**config.mk**
```make
export PLATFORM = sky130hd
export DESIGN_NAME = char_scroller
export DESIGN_NICKNAME = d
export VERILOG_FILES = /design/src/rtl/charmatrix_pkg.sv /design/src/rtl/char_scroller.sv
export SDC_FILE = /design/constraint.sdc
export NUM_CORES = 1
export LEC_CHECK = 0
export ABC_AREA = 1
export BUFFER_PORTS_ARGS = -buffer_cell sky130_fd_sc_hd__buf_2
export CAP_MARGIN = 20
export CORE_AREA = 8 8 86 88
export DETAILED_ROUTE_END_ITERATION = 7
export DIE_AREA = 0 0 94 96
export HOLD_SLACK_MARGIN = 0.15
export PLACE_DENSITY_LB_ADDON = 0.15
export SLEW_MARGIN = 20
export SYNTH_ARGS = -nofsm -noshare
export SYNTH_HDL_FRONTEND = slang
export SYNTH_SLANG_ARGS = --single-unit
```
**constraint.sdc**
```tcl
create_clock -name clk -period 1.5 [get_ports clk]
set_clock_uncertainty 0.1 [all_clocks]
set_input_delay 0.15 -clock clk [delete_from_list [all_inputs] [get_ports clk]]
set_output_delay 0.15 -clock clk [all_outputs]
set_load 0.005 [all_outputs]
```
**src/rtl/charmatrix_pkg.sv**
```systemverilog
// Shared definitions for the character-matrix display path.
//   FONT_COLS / FONT_ROWS / GLYPH_BITS : 5x7 glyph geometry
//   FALLBACK_ADDR                      : glyph used for codes with bit 7 set
//   state_e                            : scroller FSM states
package charmatrix_pkg;

  localparam int FONT_COLS  = 5;
  localparam int FONT_ROWS  = 7;
  localparam int GLYPH_BITS = 35;

  localparam logic [6:0] FALLBACK_ADDR = 7'h7F;

  typedef enum logic [1:0] {
    ST_IDLE  = 2'd0,
    ST_FETCH = 2'd1,
    ST_SHIFT = 2'd2,
    ST_GAP   = 2'd3
  } state_e;

endpackage

```
**src/rtl/char_scroller.sv**
```systemverilog
// Character scroller: accepts one character at a time, fetches its 5x7
// bitmap from an external combinational font ROM, and emits the glyph one
// column per scroll step, followed by GAP_COLS blank spacer columns.
//
// Parameters
//   GAP_COLS   : blank columns after each glyph (0..3)
//   IDLE_BLANK : 1 = emit a blank column on each step while idle
// Ports
//   clk        : system clock, rising edge
//   rst_n      : asynchronous active-low reset
//   char_valid : upstream character available
//   char_data  : upstream character code
//   char_ready : high while idle (a character is accepted this cycle)
//   rom_addr   : registered glyph address to the font ROM
//   rom_data   : 35-bit glyph bitmap for rom_addr (column 0 in the MSBs)
//   step       : one-cycle scroll tick
//   col_valid  : one-cycle pulse marking a new column on col_data
//   col_data   : column pixels, bit 6 = top row; holds when col_valid low
//   busy       : high whenever the FSM is not idle
module char_scroller
  import charmatrix_pkg::*;
#(
  parameter int GAP_COLS   = 1,
  parameter int IDLE_BLANK = 1
) (
  input  logic                  clk,
  input  logic                  rst_n,
  input  logic                  char_valid,
  input  logic [7:0]            char_data,
  output logic                  char_ready,
  output logic [6:0]            rom_addr,
  input  logic [GLYPH_BITS-1:0] rom_data,
  input  logic                  step,
  output logic                  col_valid,
  output logic [FONT_ROWS-1:0]  col_data,
  output logic                  busy
);

  state_e                state;
  logic [GLYPH_BITS-1:0] bitmap;
  logic [2:0]            col_idx;
  logic [1:0]            gap_cnt;
  logic                  pending;

  // Column c occupies bitmap[34-7c : 28-7c]; column 0 is the leftmost.
  function automatic logic [FONT_ROWS-1:0] col_sel(input logic [GLYPH_BITS-1:0] bm,
                                                   input logic [2:0] idx);
    logic [FONT_ROWS-1:0] c;
    case (idx)
      3'd0:    c = bm[34:28];
      3'd1:    c = bm[27:21];
      3'd2:    c = bm[20:14];
      3'd3:    c = bm[13:7];
      default: c = bm[6:0];
    endcase
    return c;
  endfunction

  assign char_ready = (state == ST_IDLE);
  assign busy       = (state != ST_IDLE);

  always_ff @(posedge clk or negedge rst_n) begin
    if (!rst_n) begin
      state     <= ST_IDLE;
      rom_addr  <= '0;
      bitmap    <= '0;
      col_idx   <= '0;
      gap_cnt   <= '0;
      pending   <= 1'b0;
      col_valid <= 1'b0;
      col_data  <= '0;
    end else begin
      col_valid <= 1'b0;
      unique case (state)
        ST_IDLE: begin
          // An idle step is always consumed here, even when a character
          // is accepted on the same edge.
          if (step && (IDLE_BLANK != 0)) begin
            col_valid <= 1'b1;
            col_data  <= '0;
          end
          if (char_valid) begin
            rom_addr <= char_data[7] ? FALLBACK_ADDR : char_data[6:0];
            state    <= ST_FETCH;
          end
        end
        ST_FETCH: begin
          // rom_addr was registered on the previous edge, so rom_data is
          // valid now. A step arriving here is remembered for SHIFT.
          bitmap  <= rom_data;
          col_idx <= '0;
          if (step) pending <= 1'b1;
          state   <= ST_SHIFT;
        end
        ST_SHIFT: begin
          // A pending step and a live step in the same cycle yield one
          // column; the live one is dropped.
          if (step || pending) begin
            col_valid <= 1'b1;
            col_data  <= col_sel(bitmap, col_idx);
            pending   <= 1'b0;
            if (col_idx == 3'(FONT_COLS - 1)) begin
              col_idx <= '0;
              gap_cnt <= '0;
              state   <= (GAP_COLS > 0) ? ST_GAP : ST_IDLE;
            end else begin
              col_idx <= col_idx + 3'd1;
            end
          end
        end
        ST_GAP: begin
          if (step) begin
            col_valid <= 1'b1;
            col_data  <= '0;
            if (gap_cnt == 2'(GAP_COLS - 1)) begin
              gap_cnt <= '0;
              state   <= ST_IDLE;
            end else begin
              gap_cnt <= gap_cnt + 2'd1;
            end
          end
        end
        default: state <= ST_IDLE;
      endcase
    end
  end

endmodule

```
==> run_results.csv <==
group,metric,value,unit
status,status,"complete, no violations",
hold_path,hold_path_class,"input pin to async pin",
die,die_area,9024,um^2
pwr,p_leak,2.151,nW
global_route,grt_usage,17.73,%
route,drt_iter0_drc,96,
worst_setup_path,worst_path_most_repeated_cell,"nand2_1",
run,drv_cap,0,
placement,port_buffers,63,
final_layout,nets,539,
cts,clk_root_buffer_cell,"clkbuf_8",
placement,place.gp.congestion,0.8242,
timing,rsz0062_at_grt,"yes",
worst_setup_path,start_kind,"flop",
die,design.core.area,6096,um^2
placement,dpl_cell_area,3262,um^2
cts,cts_buffers,9,
cts,cts.sinks,58,
timing,hold_violations,0,
global_route,antenna_found_initial,0,
die,std_cell_rows,29,
final_layout,layout-drive-gt1-share,24.79,%
cts,cts_tree,"done",
synth,synth.distinct_cells,21,
worst_setup_path,worst_path_max_delay_cell,"dfrtp_1",
route,routed_wl,7491,um
worst_setup_path,cp.arrival,1610,ps
global_route,grt_max_degree,43,
pwr,irDropWorstVdd,0.8971,mV
final_layout,syn_to_final_growth,42.58,%
die,initial_utilization,46.47,%
timing,min_period,1445,ps
route,routedWlPerCell,13.35,um
cts,cts_max_level,3,
timing,slew_headroom,71.50,%
worst_setup_path,critPathKind,"flop to flop",
timing,fin_ws,54.74,ps
synth,syn_area_per_cell,7.979,um^2
cts,clkLatencyLatePin,330,ps
cts,clkTransAtPathRegs,60,ps
route,drt_pass1_iterations,4,
worst_setup_path,cpPeakStageDelay,410,ps
timing,fmax,0.6919,GHz
synth,synth_nets,414,
die,io_pins,64,
placement,hpwl,5122,um
route,route.detailed.drc,0,
worst_setup_path,worstPathRequired,1670,ps
placement,dpl_worst_slack,-97.31,ps
pwr,power.total,7.226,mW
worst_setup_path,path_cells,"buf_4 > ha_2 > nand2_1 > nand2_1 > nor2_2 > buf_4 > nand3_1 > nand2_1",
worst_setup_path,crit_path_end_kind,"flop",
final_layout,diodes,0,
route,vias_per_cell,4.766,
timing,setup_viol,0,
synth,netlist_instances,355,
die,die_y,96,um
global_route,grt_pass1_vias,2730,
timing,worstMarginPinSlew,427.5,ps
global_route,grt_pass1_wl,12500,um
die,die_x,94,um
timing,finalCritPeriodShare,96.35,%
cts,cts_buffer_depth,2,
route,ant_nets,0,
pwr,power_density,1789,nW/um^2
synth,yosysSeqAreaShare,51.24,%
route,vias,2674,
synth,synth-seq-cells,58,
synth,syn_area,2833,um^2
global_route,grt.overflow.total,0,
final_layout,nFillCells,540,
final_layout,design_area,4039,um^2
synth,yosys_warnings,0,
timing,slew_violations,0,
worst_setup_path,crit_path_max_fanout,5,
flip-flops by register name (all words and copies together) (netlist names):
register,flops
bitmap,35
state,2
col_idx,3
col_data,7
rom_addr,7
gap_cnt,2
pending,1
col_valid,1
cells in the mapped netlist:
| cell type | n | share of area [%] |
|---|---|---|
| nand2_1 | 162 | 21 |
| dfrtp_1 | 58 | 51 |
| nand3_1 | 25 | 4.4 |
| inv_1 | 24 | 3.2 |
| o21ai_0 | 16 | 2.8 |
| nor2_1 | 15 | 2.0 |
| ha_1 | 12 | 5.3 |
| nand4_1 | 9 | 2.0 |
| o21ai_1 | 7 | 1.2 |
| buf_2 | 6 | 1.1 |
| buf_6 | 4 | 1.6 |
| buf_4 | 3 | 0.79 |
| nand2_2 | 3 | 0.66 |
| clkbuf_1 | 2 | 0.27 |
| nor2_2 | 2 | 0.44 |
| o21ai_2 | 2 | 0.62 |
| a21oi_1 | 1 | 0.18 |
| inv_2 | 1 | 0.13 |
| inv_4 | 1 | 0.22 |
| nor3_1 | 1 | 0.18 |
| or2_2 | 1 | 0.22 |
cell usage in the layout (no fill, tap or decap), types with 2 or more instances in the layout:
master         instances
ha_1                   4
buf_2                 63
o21ai_0               16
nand4_1                9
nor2_2                 4
ha_2                   4
clkinv_2               2
nor2_1                13
dfrtp_1               57
nand3_1               23
dlygate4sd3_1         51
buf_4                 12
ha_4                   4
buf_12                 2
nand2_1              159
clkbuf_1               3
o21ai_1                7
inv_1                 20
clkbuf_8               9
nand2_2                6
o21ai_2                2
inv_2                  5
worst paths after layout:
path / slack, ps / start / to / cells after the start
max reg2reg: 50 / state[0] / state[0] / 8
min: 180 / rst_n / rom_addr[5] / 2
min reg2reg: 370 / bitmap[27] / bitmap[27] / 2
max in group asynchronous: 540 / rst_n / col_idx[0] / 3
max: 50 / state[0] / state[0] / 8
min in group clk: 200 / char_valid / state[1] / 8
critical path: cells and delay by family (launching register included):
family / cells / cell delay [ps]
adders and majority gates: 1 / 210
buffers and inverters: 2 / 270
DFF: 1 / 410
and+or+nand+nor: 5 / 390
logic make-up (layout without fill, tap and decap cells):
family,count (synthesis),after routing,synth area share [%]
AOI/OAI and AO/OA,26,26,4.859
DFF,58,58,51.24
and+or+nand+nor,218,218,31.36
buffers and inverters,41,170,7.244
adders and majority gates,12,12,5.300
repair_timing:
item	4_1_cts	5_1_grt
pin swaps	0	3
endpoints found under the setup margin	23	59
setup buffers	0	2
resized for setup	8	19
endpoints found under the hold margin	102	0
hold buffers	51	0
metal layers:
metal / vias to the layer above / track usage, % / wire (um)
li1: 1361 / - / -
met1: 1237 / 19.89 / 3185
met2: 60 / 30.69 / 3768
met3: 16 / 4.680 / 382
met4: 0 / 8.719 / 155
met5: - / 0 / 0
power by group:
part	switching (mW)	internal [mW]	total (mW)
Combinational	1.95	1.43	3.38
Clock	0.582	0.585	1.17
Sequential	0.393	2.29	2.68
area by class of cell:
type                       instances  area [um^2]  share of cell area [%]
multi-input combinational        256         1266                   31.35
sequential                        58         1453                   35.97
timing repair buffer             129        970.9                   24.04
tap                               77        96.34                   2.385
clock inverter                     3        17.52                  0.4337
inverter                          26        100.1                   2.478
clock buffer                      12        135.1                   3.346
through the flow:
stage | utilization (%) | hold slack (ps) | cells | setup TNS, ps
after floorplan | - | -245.6 | 355 | 0
after global placement | 53.51 | 10.95 | 493 | -139.5
after detailed placement | 53.51 | 14.98 | 493 | -727.6
after CTS | 64.82 | 154.4 | 559 | 0
after global routing | 66.26 | 206.1 | 561 | -180.0
final | 66.26 | 184.7 | 561 | 0
(Power assumes the default switching activity.)
